--- src/rtl/tuple_pacer_pkg.sv ---
// Shared types and constants for the tuple pacer.
// Optional feature macro: TUPLE_PACER_IFG_EN adds preamble + IFG bytes to each packet's charge.
package tuple_pacer_pkg;

  typedef enum logic [1:0] {
    ST_IDLE = 2'd0,
    ST_WAIT = 2'd1,
    ST_SEND = 2'd2,
    ST_DONE = 2'd3
  } state_e;

  // Preamble (8) + inter-frame gap (12) bytes on the wire per packet.
  localparam int IFG_OVERHEAD   = 20;

  // FIFO entry layout: {tuple, len}, length in the LSBs.
  localparam int FIFO_LEN_LSB   = 0;
  localparam int FIFO_LEN_WIDTH = 16;
  localparam int CHARGE_WIDTH   = FIFO_LEN_WIDTH + 1;

  function automatic int fifo_tuple_msb(input int pkt_tuple_width);
    return pkt_tuple_width + FIFO_LEN_WIDTH - 1;
  endfunction

  function automatic logic [CHARGE_WIDTH-1:0] pkt_charge(input logic [FIFO_LEN_WIDTH-1:0] len);
`ifdef TUPLE_PACER_IFG_EN
    return CHARGE_WIDTH'(len) + CHARGE_WIDTH'(IFG_OVERHEAD);
`else
    return CHARGE_WIDTH'(len);
`endif
  endfunction

endpackage

--- src/rtl/tuple_pacer_if.sv ---
// FIFO read side and builder-facing output of the tuple pacer.
// master = pacer, slave = FIFO/builder environment.
interface tuple_pacer_if #(
  parameter int PKT_TUPLE_WIDTH    = 104,
  parameter int ACTION_TUPLE_WIDTH = 128,
  parameter int PKT_LEN_WIDTH      = 16
);
  import tuple_pacer_pkg::*;

  logic [PKT_TUPLE_WIDTH+FIFO_LEN_WIDTH-1:0] fifo_dout;
  logic                                      fifo_empty;
  logic                                      fifo_rd_en;
  logic [ACTION_TUPLE_WIDTH-1:0]             tuple_out;
  logic [PKT_LEN_WIDTH-1:0]                  pkt_len_out;
  logic                                      tuple_out_vld;
  logic                                      tuple_out_ready;

  modport master (
    input  fifo_dout, fifo_empty, tuple_out_ready,
    output fifo_rd_en, tuple_out, pkt_len_out, tuple_out_vld
  );

  modport slave (
    output fifo_dout, fifo_empty, tuple_out_ready,
    input  fifo_rd_en, tuple_out, pkt_len_out, tuple_out_vld
  );

endinterface

--- src/rtl/token_bucket.sv ---
// Byte-credit bucket: loads to burst, accrues rate per cycle, debits a packet charge.
// can_send also fires when the bucket is full so oversized packets still drain.
module token_bucket
  import tuple_pacer_pkg::*;
#(
  parameter int TOKEN_WIDTH = 24,
  parameter int RATE_WIDTH  = 16
) (
  input  logic                    clk,
  input  logic                    resetn,
  input  logic                    load,
  input  logic                    accrue_en,
  input  logic [CHARGE_WIDTH-1:0] debit,
  input  logic [CHARGE_WIDTH-1:0] charge,
  input  logic [RATE_WIDTH-1:0]   rate,
  input  logic [TOKEN_WIDTH-1:0]  burst,
  output logic [TOKEN_WIDTH-1:0]  tokens,
  output logic                    can_send
);

  // Two spare bits so subtract-then-add can never wrap.
  localparam int SUM_WIDTH = TOKEN_WIDTH + 2;

  logic [SUM_WIDTH-1:0]   tokens_w;
  logic [SUM_WIDTH-1:0]   debit_w;
  logic [SUM_WIDTH-1:0]   left_w;
  logic [SUM_WIDTH-1:0]   sum_w;
  logic [TOKEN_WIDTH-1:0] tokens_next;

  always_comb begin
    tokens_w    = SUM_WIDTH'(tokens);
    debit_w     = SUM_WIDTH'(debit);
    left_w      = (tokens_w > debit_w) ? (tokens_w - debit_w) : '0;
    sum_w       = left_w + SUM_WIDTH'(rate);
    tokens_next = (sum_w > SUM_WIDTH'(burst)) ? burst : sum_w[TOKEN_WIDTH-1:0];
  end

  assign can_send = (tokens >= TOKEN_WIDTH'(charge)) || (tokens == burst);

  // NOTE: sequential state uses <= so every flop samples pre-edge values.
  always_ff @(posedge clk) begin
    if (!resetn) begin
      tokens <= '0;
    end else if (load) begin
      tokens <= burst;
    end else if (accrue_en) begin
      tokens <= tokens_next;
    end
  end

endmodule

--- src/rtl/tuple_pacer.sv ---
// Rate-controlled pop scheduler between the tuple FIFO and the packet builder.
// Charge includes IFG overhead when TUPLE_PACER_IFG_EN is defined.
module tuple_pacer
  import tuple_pacer_pkg::*;
#(
  parameter int PKT_TUPLE_WIDTH    = 104,
  parameter int ACTION_TUPLE_WIDTH = 128,
  parameter int PKT_LEN_WIDTH      = 16,
  parameter int TOKEN_WIDTH        = 24,
  parameter int CNT_WIDTH          = 32
) (
  input  logic                   clk,
  input  logic                   resetn,
  input  logic                   cfg_enable,
  input  logic [15:0]            cfg_rate,
  input  logic [TOKEN_WIDTH-1:0] cfg_burst,
  input  logic [CNT_WIDTH-1:0]   cfg_pkt_limit,
  tuple_pacer_if.master          bus,
  output logic [CNT_WIDTH-1:0]   sent_cnt,
  output logic                   done
);

  localparam int TUPLE_MSB = fifo_tuple_msb(PKT_TUPLE_WIDTH);

  state_e                        state;
  state_e                        state_next;
  logic [FIFO_LEN_WIDTH-1:0]     head_len;
  logic [PKT_TUPLE_WIDTH-1:0]    head_tuple;
  logic [CHARGE_WIDTH-1:0]       head_charge;
  logic [CHARGE_WIDTH-1:0]       debit;
  logic [TOKEN_WIDTH-1:0]        tokens;
  logic                          can_send;
  logic                          load;
  logic                          pop;
  logic                          handshake;
  logic [CNT_WIDTH-1:0]          sent_inc;
  logic [ACTION_TUPLE_WIDTH-1:0] tuple_q;
  logic [PKT_LEN_WIDTH-1:0]      len_q;

  assign head_len    = bus.fifo_dout[FIFO_LEN_LSB +: FIFO_LEN_WIDTH];
  assign head_tuple  = bus.fifo_dout[TUPLE_MSB -: PKT_TUPLE_WIDTH];
  assign head_charge = pkt_charge(head_len);

  // Pop only from WAIT with a present head and enough credit (or a full bucket).
  assign pop       = (state == ST_WAIT) && cfg_enable && !bus.fifo_empty && can_send;
  assign handshake = (state == ST_SEND) && bus.tuple_out_ready;
  assign sent_inc  = sent_cnt + CNT_WIDTH'(1);
  assign debit     = pop ? head_charge : '0;

  token_bucket #(
    .TOKEN_WIDTH (TOKEN_WIDTH),
    .RATE_WIDTH  (16)
  ) u_bucket (
    .clk       (clk),
    .resetn    (resetn),
    .load      (load),
    .accrue_en (state != ST_IDLE),
    .debit     (debit),
    .charge    (head_charge),
    .rate      (cfg_rate),
    .burst     (cfg_burst),
    .tokens    (tokens),
    .can_send  (can_send)
  );

  always_comb begin
    // NOTE: defaults first so every path assigns every output (no latch).
    state_next = state;
    load       = 1'b0;
    unique case (state)
      ST_IDLE: begin
        if (cfg_enable) begin
          load       = 1'b1;
          state_next = ST_WAIT;
        end
      end
      ST_WAIT: begin
        if (!cfg_enable) state_next = ST_IDLE;
        else if (pop)    state_next = ST_SEND;
      end
      ST_SEND: begin
        // A handshake in flight completes even if enable has dropped.
        if (bus.tuple_out_ready) begin
          if ((cfg_pkt_limit != '0) && (sent_inc == cfg_pkt_limit)) state_next = ST_DONE;
          else if (!cfg_enable)                                     state_next = ST_IDLE;
          else                                                      state_next = ST_WAIT;
        end
      end
      ST_DONE: begin
        if (!cfg_enable) state_next = ST_IDLE;
      end
      default: state_next = ST_IDLE;
    endcase
  end

  always_ff @(posedge clk) begin
    if (!resetn) state <= ST_IDLE;
    else         state <= state_next;
  end

  always_ff @(posedge clk) begin
    if (!resetn) begin
      tuple_q <= '0;
      len_q   <= '0;
    end else if (pop) begin
      tuple_q <= ACTION_TUPLE_WIDTH'(head_tuple);
      len_q   <= PKT_LEN_WIDTH'(head_len);
    end
  end

  always_ff @(posedge clk) begin
    if (!resetn)        sent_cnt <= '0;
    else if (load)      sent_cnt <= '0;
    else if (handshake) sent_cnt <= sent_inc;
  end

  assign bus.fifo_rd_en    = pop;
  assign bus.tuple_out     = tuple_q;
  assign bus.pkt_len_out   = len_q;
  assign bus.tuple_out_vld = (state == ST_SEND);
  assign done              = (state == ST_DONE);

endmodule

--- src/flat_wrapper.sv ---
// flat-port wrapper written by rule: the top's interface ports become plain ports
module tuple_pacer_flat import tuple_pacer_pkg::*;
#(
  parameter int PKT_TUPLE_WIDTH    = 104,
  parameter int ACTION_TUPLE_WIDTH = 128,
  parameter int PKT_LEN_WIDTH      = 16,
  parameter int TOKEN_WIDTH        = 24,
  parameter int CNT_WIDTH          = 32
)
  (clk, resetn, cfg_enable, cfg_rate, cfg_burst, cfg_pkt_limit, sent_cnt, done, bus_fifo_dout, bus_fifo_empty, bus_tuple_out_ready, bus_fifo_rd_en, bus_tuple_out, bus_pkt_len_out, bus_tuple_out_vld);
  tuple_pacer_if #(.PKT_TUPLE_WIDTH(PKT_TUPLE_WIDTH), .ACTION_TUPLE_WIDTH(ACTION_TUPLE_WIDTH), .PKT_LEN_WIDTH(PKT_LEN_WIDTH)) bus_i ();
  input  logic clk;
  input  logic resetn;
  input  logic cfg_enable;
  input  logic [15:0] cfg_rate;
  input  logic [TOKEN_WIDTH-1:0] cfg_burst;
  input  logic [CNT_WIDTH-1:0] cfg_pkt_limit;
  output logic [CNT_WIDTH-1:0] sent_cnt;
  output logic done;
  input wire logic [$bits(bus_i.fifo_dout)-1:0] bus_fifo_dout;
  input wire logic [$bits(bus_i.fifo_empty)-1:0] bus_fifo_empty;
  input wire logic [$bits(bus_i.tuple_out_ready)-1:0] bus_tuple_out_ready;
  output wire logic [$bits(bus_i.fifo_rd_en)-1:0] bus_fifo_rd_en;
  output wire logic [$bits(bus_i.tuple_out)-1:0] bus_tuple_out;
  output wire logic [$bits(bus_i.pkt_len_out)-1:0] bus_pkt_len_out;
  output wire logic [$bits(bus_i.tuple_out_vld)-1:0] bus_tuple_out_vld;
  assign bus_i.fifo_dout = bus_fifo_dout;
  assign bus_i.fifo_empty = bus_fifo_empty;
  assign bus_i.tuple_out_ready = bus_tuple_out_ready;
  assign bus_fifo_rd_en = bus_i.fifo_rd_en;
  assign bus_tuple_out = bus_i.tuple_out;
  assign bus_pkt_len_out = bus_i.pkt_len_out;
  assign bus_tuple_out_vld = bus_i.tuple_out_vld;
  tuple_pacer #(.PKT_TUPLE_WIDTH(PKT_TUPLE_WIDTH), .ACTION_TUPLE_WIDTH(ACTION_TUPLE_WIDTH), .PKT_LEN_WIDTH(PKT_LEN_WIDTH), .TOKEN_WIDTH(TOKEN_WIDTH), .CNT_WIDTH(CNT_WIDTH)) u_core (.clk(clk), .resetn(resetn), .cfg_enable(cfg_enable), .cfg_rate(cfg_rate), .cfg_burst(cfg_burst), .cfg_pkt_limit(cfg_pkt_limit), .bus(bus_i), .sent_cnt(sent_cnt), .done(done));
endmodule
--- config.mk ---
export PLATFORM = sky130hd
export DESIGN_NAME = tuple_pacer_flat
export DESIGN_NICKNAME = d
export VERILOG_FILES = /design/src/rtl/tuple_pacer_pkg.sv /design/src/rtl/tuple_pacer_if.sv /design/src/rtl/token_bucket.sv /design/src/rtl/tuple_pacer.sv /design/src/flat_wrapper.sv
export SDC_FILE = /design/constraint.sdc
export NUM_CORES = 1
export LEC_CHECK = 0
export BUFFER_PORTS_ARGS = -buffer_cell sky130_fd_sc_hd__buf_2
export CORE_UTILIZATION = 40
export CTS_BUF_LIST = sky130_fd_sc_hd__clkbuf_8
export DETAILED_ROUTE_END_ITERATION = 8
export PLACE_DENSITY = 0.67
export SYNTH_ARGS = -nofsm -noshare
export SYNTH_HDL_FRONTEND = slang
export SYNTH_HIERARCHICAL = 1
export SYNTH_SLANG_ARGS = --single-unit
--- constraint.sdc ---
create_clock -name clk -period 10.1 [get_ports clk]
set_input_delay 2.02 -clock clk [delete_from_list [all_inputs] [get_ports clk]]
set_output_delay 2.02 -clock clk [all_outputs]
set_load 0.02 [all_outputs]
==> results of run 1 <==
routing by layer:
metal  GRT usage  part of all wire  up-vias  routed length, um
met4     0.07895             0.024        2                933
met1      0.3265              0.45     5584              17530
met5           0           0.00034        -                 13
li1            -                 -     5936                  -
met2      0.4032              0.46      421              17880
met3     0.04221             0.058       60               2227
registers in the layout, summed over array words and instances (netlist names):
register / count
u_core/bus.tuple_out: 104
u_core/sent_cnt: 32
u_core/u_bucket/tokens: 24
u_core/bus.pkt_len_out: 16
u_core/state: 2
through the flow:
| step | power [W] | util |
|---|---|---|
| 2_1_floorplan | 0.002947 | - |
| 3_3_place_gp | 0.004053 | 0.4999 |
| 3_5_place_dp | 0.004106 | 0.4999 |
| 4_1_cts | 0.004657 | 0.5144 |
| 5_1_grt | 0.005246 | 0.5216 |
| 6_report | 0.004907 | 0.5217 |
path summary, 6_finish.rpt:
check,startpoint,endpoint,slack [ns],depth (start not counted)
setup reg to reg,u_core/u_bucket/tokens[0],u_core/u_bucket/tokens[22],1.41,41
hold reg to reg,u_core/bus.tuple_out[88],u_core/bus.tuple_out[88],0.47,2
setup / recovery,bus_fifo_dout[0],u_core/u_bucket/tokens[22],0.36,41
hold / removal,u_core/bus.tuple_out[88],u_core/bus.tuple_out[88],0.47,2
cell type report:
cell class                 count  area (um^2)
timing repair buffer         466         2653
tap                          384        480.5
clock buffer                  17        234.0
fill                        2838        13880
antenna                        1        2.502
multi-input combinational   1173         7766
inverter                      71        269.0
clock inverter                15        167.7
sequential                   178         3563
cells in the final DEF, fill, tap and decap left out, types with 32 or more instances in the layout:
| cell | Yosys | final |
|---|---|---|
| sky130_fd_sc_hd__a21boi_0 | 104 | 104 |
| sky130_fd_sc_hd__xnor2_1 | 69 | 68 |
| sky130_fd_sc_hd__and2_1 | 33 | 32 |
| sky130_fd_sc_hd__nor2_1 | 89 | 89 |
| sky130_fd_sc_hd__ha_1 | 75 | 72 |
| sky130_fd_sc_hd__a21oi_1 | 66 | 61 |
| sky130_fd_sc_hd__dfxtp_1 | 178 | 178 |
| sky130_fd_sc_hd__buf_4 | 26 | 114 |
| sky130_fd_sc_hd__o21ai_0 | 48 | 46 |
| sky130_fd_sc_hd__inv_1 | 71 | 70 |
| sky130_fd_sc_hd__buf_2 | 9 | 350 |
| sky130_fd_sc_hd__xor2_1 | 60 | 60 |
| sky130_fd_sc_hd__nand2_1 | 260 | 260 |
| sky130_fd_sc_hd__nand4_1 | 33 | 33 |
repair_timing:
action,4_1_cts,5_1_grt
setup buffers,1,5
setup endpoints to repair,24,24
gates resized for setup,3,28
pin swaps,1,11
gates cloned,0,1
critical path, delay by kind of cell:
kind,cells,cell delay [ns]
AOI/OAI and AO/OA,21,4.00
and+or+nand+nor,12,2.44
adders and majority gates,4,1.17
buffers and inverters,3,0.31
xor gates and xnor gates,1,0.21
cell usage after synthesis, drive strengths merged, types with 3 or more instances:
cell / number / area share
inv: 71 / 0.022
nand3b: 4 / 0.0025
and4: 8 / 0.0063
ha: 75 / 0.079
o21ai: 53 / 0.022
or3: 7 / 0.0038
a21o: 21 / 0.013
nor3: 26 / 0.012
mux2i: 24 / 0.020
nor2b: 5 / 0.0026
and2: 39 / 0.021
a31oi: 9 / 0.0047
nor2: 89 / 0.028
a21oi: 69 / 0.030
nor4: 23 / 0.013
nand3: 33 / 0.017
and3: 12 / 0.0063
dfxtp: 178 / 0.30
a21boi: 104 / 0.066
xor2: 61 / 0.046
o211ai: 6 / 0.0038
nand4: 35 / 0.019
a211oi: 11 / 0.0074
o21a: 23 / 0.015
nor4b: 3 / 0.0035
o22ai: 3 / 0.0016
o221ai: 4 / 0.0029
or4: 7 / 0.0047
o31ai: 5 / 0.0032
nand2: 262 / 0.083
nand2b: 14 / 0.0074
or2: 7 / 0.0037
a2111oi: 3 / 0.0038
buf: 45 / 0.029
o21bai: 4 / 0.0028
xnor2: 69 / 0.051
clkbuf: 58 / 0.019
power groups by stage:
stage	logic (W)	registers, W	clock network [W]
3_3_place_gp	0.00317	0.000884	0
2_1_floorplan	0.00205	0.000898	0
3_5_place_dp	0.00322	0.000886	0
5_1_grt	0.00380	0.000882	0.000565
6_report	0.00351	0.000871	0.000523
4_1_cts	0.00325	0.000870	0.000534
cells by family (layout without fill, tap and decap cells):
group / count (synthesis) / after routing / share of synthesized area
XOR/XNOR: 130 / 130 / 0.09633
buffers and inverters: 174 / 569 / 0.07067
other: 1 / 27 / 0.0003152
multiplexers: 24 / 24 / 0.02019
adder cells (fa/ha/maj): 77 / 77 / 0.08224
flip-flops: 178 / 178 / 0.2995
AO/OA/AOI/OAI: 334 / 334 / 0.1915
AND/OR/NAND/NOR: 582 / 582 / 0.2392
==> results.rst, run 1 <==
.. list-table::
   :header-rows: 1

   * - Metric
     - Value
   * - Yosys Warn Count
     - 6
   * - Setup ws final
     - 0.3595 ns
   * - Number of nets with antenna violations after routing
     - 0
   * - Register area share after synthesis
     - 0.2995
   * - Most frequently used flop master after synthesis
     - sky130_fd_sc_hd__dfxtp_1
   * - Overall die width
     - ~170 um
   * - Total via count after detailed routing
     - 12.00k
   * - Worst setup EP type
     - register
   * - Maximum clock frequency
     - 102.7 MHz
   * - Number of nets in the layout
     - 2181
   * - Cell-internal power
     - 0.002639 W
   * - Post-place setup slack
     - -0.6953 ns
   * - Total routed wirelength
     - 38580 um
   * - Clock buffers created by TritonCTS
     - 17
   * - Largest net degree at the start of global routing
     - 98
   * - Floorplan die area
     - 30440 um^2
   * - Row count
     - 62
   * - Synthesized flop and latch total
     - between 150 and 200
   * - Detailed placer's ending HPWL
     - 29590 um
   * - Area of the mapped netlist
     - 11900 um^2
   * - TritonRoute pass-1 iters
     - 5
   * - Worst Hold Margin
     - between 0.4 and 0.5 ns
   * - First-pass GRT wire length
     - 59550 um
   * - Sw Ratio
     - 0.4622
   * - Worst Tran Pin Value
     - 0.9473 ns
   * - Sequential Power Share
     - 0.178
   * - Kind of critical path
     - in2reg
   * - Final RePlAce weighted congestion
     - 0.9523
   * - Largest stage delay on the critical path
     - about 0.55 ns
   * - CP most frequent cell
     - sky130_fd_sc_hd__a21o_1
   * - Via count of the first global-routing pass
     - 11.08k
   * - Instance count after placement with tap cells included
     - 2265
   * - Critical path peak fanout
     - 17
   * - Share of post-route cells with drive strength above 1
     - 0.2885
   * - GRT Resource Usage Total
     - 0.2461
   * - Skew final
     - 0.02191 ns
   * - Final Cycle Share
     - 0.9644
   * - Aggregate global routing overflow
     - 0
   * - IO Count
     - roughly 380
   * - Power per cell area
     - 324.2 nW/um^2
   * - Part of the power in combinational logic
     - 0.716
   * - EDFF count, synth
     - 0
   * - Endpoint arrival time on the critical path
     - 10.16 ns
   * - Cells after synthesis
     - 1500
   * - Sw Pwr
     - 0.002268 W
   * - Run status
     - complete, no violations
   * - H-tree depth reported by CTS
     - 4
   * - Mapped Avg Cell Area
     - 7.932 um^2
   * - Ys async rst share
     - 0
   * - Slowest cell on the critical path
     - sky130_fd_sc_hd__or4_4
   * - CTS clk-pin slew, worst paths
     - 0.11 ns
   * - Number of buffers inserted for hold repair after clock tree synthesis
     - 0
   * - Area growth from synthesis to layout
     - 27.22%
   * - Worst min path class
     - reg2reg
   * - WL/cell
     - 16.74 um
   * - Area post-placement
     - 14500 um^2
   * - VDD IR max
     - approximately 0.25 mV
   * - Number of buffers on the longest clock path
     - 2
   * - TritonCTS clock tree
     - done
   * - Fin area
     - 15140 um^2
   * - Final hold violations
     - 0
   * - Port buffer count
     - 351
   * - Post-route setup TNS
     - 0 ns
   * - Floorplan Core Area
     - 29010 um^2
   * - Launching element type of the critical path
     - input pin
   * - Leakage dissipation
     - 6.880 nW
   * - Detailed Route Iter0 Violations
     - 904
   * - Die Ht
     - ~170 um
   * - Clk_lat worst skew
     - 0.49 ns
   * - Clock root buffer master
     - sky130_fd_sc_hd__clkbuf_8
   * - Clk sinks
     - 178
   * - DRC errors left
     - 0
   * - Headroom to the max-slew limit
     - 0.3685
   * - Post-layout minimum cycle time
     - 9.740 ns
   * - Data required time of the critical path
     - 10.52 ns
   * - Starting density of the core
     - 0.4101
   * - Number of max-capacitance violations reported
     - 0
   * - Clock Power Share
     - 0.107
   * - Cell variety after synth
     - 87
   * - Number of setup violations in the final report
     - 0
   * - Max-slew violation total from the final report
     - 0
   * - Number of antenna violations at the first check in global routing
     - 2
   * - Fin cells
     - 2305
   * - Avg Vias per Cell
     - 5.207
Power figures use the tool's default switching activity.
==> run 2: changes to the inputs <==
- ABC_AREA: default -> 0
- PLACE_DENSITY: 0.67 -> 0.8
==> results.rst, run 2 (synthesized netlist as in run 1, its figures left out) <==
.. list-table::
   :header-rows: 1

   * - Metric
     - Value
   * - Clock buffers created by TritonCTS
     - 17
   * - Slowest cell on the critical path
     - sky130_fd_sc_hd__or4b_1
   * - TritonRoute pass-1 iters
     - 8
   * - Layout fillers
     - about 2.7k
   * - Number of antenna violations at the first check in global routing
     - 2
   * - GRT Resource Usage Total
     - 0.2452
   * - Endpoint arrival time on the critical path
     - 10.26 ns
   * - Run status
     - complete, no violations
   * - Origin of the worst min-delay path
     - u_core/bus.tuple_out[90]
   * - Kind of critical path
     - in2reg
   * - Number of nets in the layout
     - about 2.2k
   * - Power per cell area
     - about 330 nW/um^2
   * - Worst setup startpoint
     - bus_fifo_dout[0]
   * - Detailed Route Iter0 Violations
     - around 960
   * - Commonest non-fill, non-tap cell in the layout
     - sky130_fd_sc_hd__buf_2
   * - First-pass GRT wire length
     - approximately 59000 um
   * - Port buffer count
     - 351
   * - Starting density of the core
     - 0.4101
   * - CP most frequent cell
     - sky130_fd_sc_hd__a21o_1
   * - Number of nets with antenna violations after routing
     - 0
   * - Avg Vias per Cell
     - 5.339
   * - Headroom to the max-slew limit
     - 0.1717
   * - Final RePlAce weighted congestion
     - 1.018
   * - Number of buffers inserted for hold repair after clock tree synthesis
     - 0
   * - Clk_lat worst skew
     - ~0.48 ns
   * - Critical path peak fanout
     - 16
   * - Final hold violations
     - 0
   * - Clock root buffer master
     - sky130_fd_sc_hd__clkbuf_8
   * - TritonCTS clock tree
     - done
   * - Footprint of the flip-flops and latches
     - 3563 um^2
   * - Number of buffers on the longest clock path
     - 2
   * - Leakage dissipation
     - approximately 6.9 nW
   * - Largest net degree at the start of global routing
     - 136
   * - Skew final
     - ~0.018 ns
   * - Row count
     - 62
   * - DRC errors left
     - 0
   * - H-tree depth reported by CTS
     - 4
   * - Maximum clock frequency
     - 101.5 MHz
   * - Worst Hold Margin
     - 0.4681 ns
   * - Number of max-capacitance violations reported
     - 0
   * - Final Cycle Share
     - 0.9757
   * - Most used cells in the layout excluding fill and tap cells
     - sky130_fd_sc_hd__buf_2 (350), sky130_fd_sc_hd__nand2_1 (259), sky130_fd_sc_hd__dfxtp_1 (178)
   * - Detailed placer's ending HPWL
     - 30100 um
   * - Number of flip-flops under the largest register name
     - 104
   * - Floorplan die area
     - ~30000 um^2
   * - Share of post-route cells with drive strength above 1
     - 0.3047
   * - Worst min path class
     - reg2reg
   * - Total routed wirelength
     - 39220 um
   * - Launching point of the worst reg2reg path
     - u_core/u_bucket/tokens[0]
   * - Clk sinks
     - 178
   * - Data required time of the critical path
     - 10.50 ns
   * - Post-place setup slack
     - -0.5699 ns
   * - Total via count after detailed routing
     - 12.32k
   * - Max-slew violation total from the final report
     - 0
   * - Setup ws final
     - 0.2456 ns
   * - Worst Tran Pin Value
     - 1.242 ns
   * - Area growth from synthesis to layout
     - 29.04%
   * - VDD IR max
     - 0.2610 mV
   * - Worst setup EP type
     - register
   * - Aggregate global routing overflow
     - 0
   * - Post-layout minimum cycle time
     - 9.854 ns
   * - Launching element type of the critical path
     - input pin
   * - IO Count
     - 376
   * - WL/cell
     - 16.99 um
   * - Die Ht
     - 174.5 um
   * - CTS clk-pin slew, worst paths
     - roughly 0.1 ns
   * - Largest stage delay on the critical path
     - 0.46 ns
   * - Floorplan Core Area
     - roughly 29000 um^2
   * - Via count of the first global-routing pass
     - 11.48k
   * - Area of the multi-input gates
     - 7909 um^2
   * - Overall die width
     - 174.5 um
   * - Number of setup violations in the final report
     - 0
## run 2: changes by cell type in the layout (fill, tap and decap cells not counted), moves of 3 or more
cell	before	now
sky130_fd_sc_hd__ha_1	72	64
sky130_fd_sc_hd__ha_4	2	9
sky130_fd_sc_hd__inv_2	0	6
sky130_fd_sc_hd__inv_1	70	65
sky130_fd_sc_hd__buf_6	0	4
sky130_fd_sc_hd__bufinv_16	1	4
sky130_fd_sc_hd__nor2_1	89	86
sky130_fd_sc_hd__nor2_2	0	3
## run 2: where the power goes
group | total (W) | internal, W | switching (W)
Clock | 0.000577 | 0.000289 | 0.000288
Sequential | 0.000878 | 0.000782 | 0.0000957
Combinational | 0.00355 | 0.00165 | 0.00190
Total | 0.00500 | 0.00272 | 0.00229
## run 2: repair_timing
| action | in CTS | in global routing |
|---|---|---|
| pin swaps | 0 | 39 |
| gates cloned | 0 | 1 |
| resized for setup | 1 | 70 |
| buffers inserted | 0 | 13 |
| endpoints found under the setup margin | 14 | 24 |
## run 2: cell type report
class	instances	area share
multi-input combinational	1173	0.5152
tap	384	0.03130
timing repair buffer	469	0.1738
inverter	71	0.01752
antenna	1	0.0001630
clock inverter	13	0.01296
sequential	178	0.2321
clock buffer	19	0.01703
## run 2: worst max-delay path, delay by kind of cell
family	cells	cell delay (ns)
xor gates and xnor gates	2	0.40
AOI/OAI and AO/OA	19	3.58
adders and majority gates	4	1.17
buffers and inverters	5	0.55
and+or+nand+nor	15	2.56
## run 2: through the flow
stage	power (W)	TNS, ns	std cells	util	cell area, um^2
2_1_floorplan	0.002947	0	1525	-	12010
3_3_place_gp	0.003917	-4.389	2262	0.4987	14470
3_5_place_dp	0.004035	-12.04	2262	0.4987	14470
4_1_cts	0.004637	0	2294	0.5146	14930
5_1_grt	0.005322	-2.276	2307	0.5291	15350
6_report	0.005005	0	2308	0.5292	15350
## run 2: worst paths after layout
kind | to | slack, ns | cells past startpoint
worst min-delay path | u_core/bus.tuple_out[90] | 0.47 | 2
worst max register to register | u_core/u_bucket/tokens[22] | 1.31 | 45
worst min register to register | u_core/bus.tuple_out[90] | 0.47 | 2
worst max-delay path | u_core/u_bucket/tokens[22] | 0.25 | 45
## run 2: per-layer routing
| metal | track usage | share of wire | vias up |
|---|---|---|---|
| li1 | - | - | 5952 |
| met3 | 0.04003 | 0.072 | 100 |
| met4 | 0.1100 | 0.037 | 2 |
| met1 | 0.3127 | 0.42 | 5657 |
| met5 | 0 | 0.00020 | - |
| met2 | 0.4045 | 0.47 | 612 |
==> run 3: changes to the inputs <==
- CTS_BUF_LIST: sky130_fd_sc_hd__clkbuf_8 -> default
- SETUP_SLACK_MARGIN: default -> 0.4
==> results.rst, run 3 (synthesized netlist as in run 1, its figures left out) <==
.. list-table::
   :header-rows: 1

   * - Metric
     - Value
   * - Run status
     - complete, no violations
   * - Area post-placement
     - 14610 um^2
   * - Endpoint arrival time on the critical path
     - a little over 10 ns
   * - Post-layout minimum cycle time
     - 9.824 ns
   * - Largest stage delay on the critical path
     - approximately 0.37 ns
   * - Fin area
     - 15910 um^2
   * - Kind of critical path
     - in2reg
   * - Aggregate global routing overflow
     - 0
   * - TritonRoute pass-1 iters
     - 6
   * - Number of max-capacitance violations reported
     - 0
   * - Slowest cell on the critical path
     - sky130_fd_sc_hd__ha_1
   * - Worst Tran Pin Value
     - 0.9189 ns
   * - Launching point of the worst reg2reg path
     - u_core/u_bucket/tokens[0]
   * - TritonCTS clock tree
     - done
   * - Number of cells on the worst reg-to-reg path
     - 47
   * - Skew final
     - 0.01681 ns
   * - Number of buffers on the longest clock path
     - 2
   * - Clock root buffer master
     - sky130_fd_sc_hd__clkbuf_16
   * - Number of buffers inserted for hold repair after clock tree synthesis
     - 0
   * - Number of nets in the layout
     - 2198
   * - Die Ht
     - 174.5 um
   * - Clock buffers created by TritonCTS
     - 17
   * - Number of antenna violations at the first check in global routing
     - 4
   * - Floorplan die area
     - 30440 um^2
   * - Final RePlAce weighted congestion
     - 0.9422
   * - Clk_lat worst skew
     - 0.44 ns
   * - Maximum clock frequency
     - 101.8 MHz
   * - Leakage dissipation
     - 7.135 nW
   * - Worst Hold Margin
     - 0.4621 ns
   * - Clk sinks
     - 178
   * - Most used cells in the layout excluding fill and tap cells
     - sky130_fd_sc_hd__buf_2 (349), sky130_fd_sc_hd__nand2_1 (255), sky130_fd_sc_hd__dfxtp_1 (178)
   * - Hold Path End
     - u_core/bus.tuple_out[91]
   * - Share of post-route cells with drive strength above 1
     - 0.3237
   * - Max-slew violation total from the final report
     - 0
   * - Largest net degree at the start of global routing
     - 84
   * - H-tree depth reported by CTS
     - 4
   * - Power per cell area
     - between 300 and 400 nW/um^2
   * - Via count of the first global-routing pass
     - 11.75k
   * - Final hold violations
     - 0
   * - Detailed placer's ending HPWL
     - 29370 um
   * - Number of setup violations in the final report
     - 0
   * - Worst setup startpoint
     - bus_fifo_dout[0]
   * - Final Total Pwr
     - ~0.0055 W
   * - CP most frequent cell
     - sky130_fd_sc_hd__a21o_1
   * - Post-route setup TNS
     - 0 ns
   * - Row count
     - 62
   * - Total routed wirelength
     - about 40000 um
   * - Headroom to the max-slew limit
     - 0.3874
   * - Origin of the worst min-delay path
     - u_core/bus.tuple_out[91]
   * - DRC errors left
     - 0
   * - Port buffer count
     - 351
   * - Endpoint of the worst-slack reg-to-reg timing path
     - u_core/u_bucket/tokens[0]
   * - Top Layer Used
     - met4
   * - GRT Resource Usage Total
     - 0.2438
   * - Worst setup EP type
     - register
   * - Number of nets with antenna violations after routing
     - 0
   * - Met3 wire length
     - 3234 um
   * - Number of flip-flops under the largest register name
     - 104
   * - Critical path peak fanout
     - 6
   * - Commonest non-fill, non-tap cell in the layout
     - sky130_fd_sc_hd__buf_2
   * - Final Cycle Share
     - 0.9727
   * - IO Count
     - 376
   * - First-pass GRT wire length
     - around 59000 um
   * - Avg Vias per Cell
     - 5.436
   * - Launching element type of the critical path
     - input pin
   * - WL/cell
     - 17.31 um
   * - Cell depth of the worst hold path
     - 2
   * - Starting density of the core
     - 0.4101
   * - Worst min path class
     - reg2reg
   * - Data required time of the critical path
     - 10.38 ns
   * - Detailed Route Iter0 Violations
     - 978
   * - Layout fillers
     - 2629
   * - Overall die width
     - 174.5 um
   * - VDD IR max
     - 0.2171 mV
   * - Total via count after detailed routing
     - 12.64k
   * - Area growth from synthesis to layout
     - 33.74%
   * - RSZ-0062 raised after global routing
     - yes
   * - Final cell utilization of the core
     - 0.5484
   * - Setup slack of the worst register-to-register path
     - between 1 and 1.5 ns
   * - Routed length on met2
     - 19960 um
   * - Floorplan Core Area
     - 29010 um^2
   * - CTS clk-pin slew, worst paths
     - 0.07 ns
   * - Wire length on met1
     - 15650 um
[run 3: cell count changes in the layout (fill, tap and decap cells not counted), sizes merged]
cell	change
clkbuf	-1
buf	+11
inv	+1
diode	+3
clkinv	+7
bufinv	-4
[run 3: power by group]
group,switching [W],leakage (nW),internal (W)
sequential,0.0000950,1.44,0.000782
combinational,0.00205,5.41,0.00188
clock,0.000343,0.283,0.000333
total,0.00249,7.13,0.00300
[run 3: how the worst max path moves through the flow]
stage	depth (start not counted)	slack, ns	end
finish	47	0.28	u_core/u_bucket/tokens[0]
detailed placement	44	-0.38	u_core/u_bucket/tokens[18]
global placement	43	-0.07	u_core/u_bucket/tokens[23]
global route	47	0.06	u_core/u_bucket/tokens[0]
CTS	45	0.40	u_core/u_bucket/tokens[18]
floorplan	46	0.40	u_core/u_bucket/tokens[22]
[run 3: critical path: cells and delay by family]
| family | cells | cell delay, ns |
|---|---|---|
| muxes | 1 | 0.23 |
| xor gates and xnor gates | 2 | 0.37 |
| AOI/OAI and AO/OA | 20 | 3.50 |
| adders and majority gates | 4 | 1.07 |
| and+or+nand+nor | 12 | 1.90 |
| buffers and inverters | 8 | 1.00 |
[run 3: area by class of cell]
| type | instances | area [um^2] | share of cell area |
|---|---|---|---|
| inverters | 71 | 284.0 | 0.01785 |
| well taps | 384 | 480.5 | 0.03020 |
| repair inverters | 2 | 17.52 | 0.001101 |
| clock buffers | 17 | 425.4 | 0.02674 |
| multi-input cells | 1173 | 8123 | 0.5105 |
| repair buffers | 481 | 2839 | 0.1784 |
| diodes | 4 | 10.01 | 0.0006291 |
| clock inverters | 15 | 168.9 | 0.01062 |
| flip-flops and latches | 178 | 3563 | 0.2240 |
[run 3: repair_timing]
action	CTS	global route
gates cloned	1	4
gates resized for setup	9	87
endpoints found under the setup margin	24	24
buffers inserted	6	12
pin swaps	9	40
[run 3: metal layers]
| metal | vias up | global-route usage |
|---|---|---|
| met5 | - | 0 |
| met1 | 5901 | 0.2927 |
| met4 | 0 | 0.1060 |
| met2 | 651 | 0.4228 |
| li1 | 5980 | - |
| met3 | 106 | 0.04440 |
[run 3: per-stage QoR]
step           setup WS (ns)  cells
3_5_place_dp         -0.3780   2266
3_3_place_gp        -0.06505   2266
6_report              0.2760   2325
2_1_floorplan         0.4031   1525
5_1_grt              0.05958   2324
4_1_cts               0.4034   2305
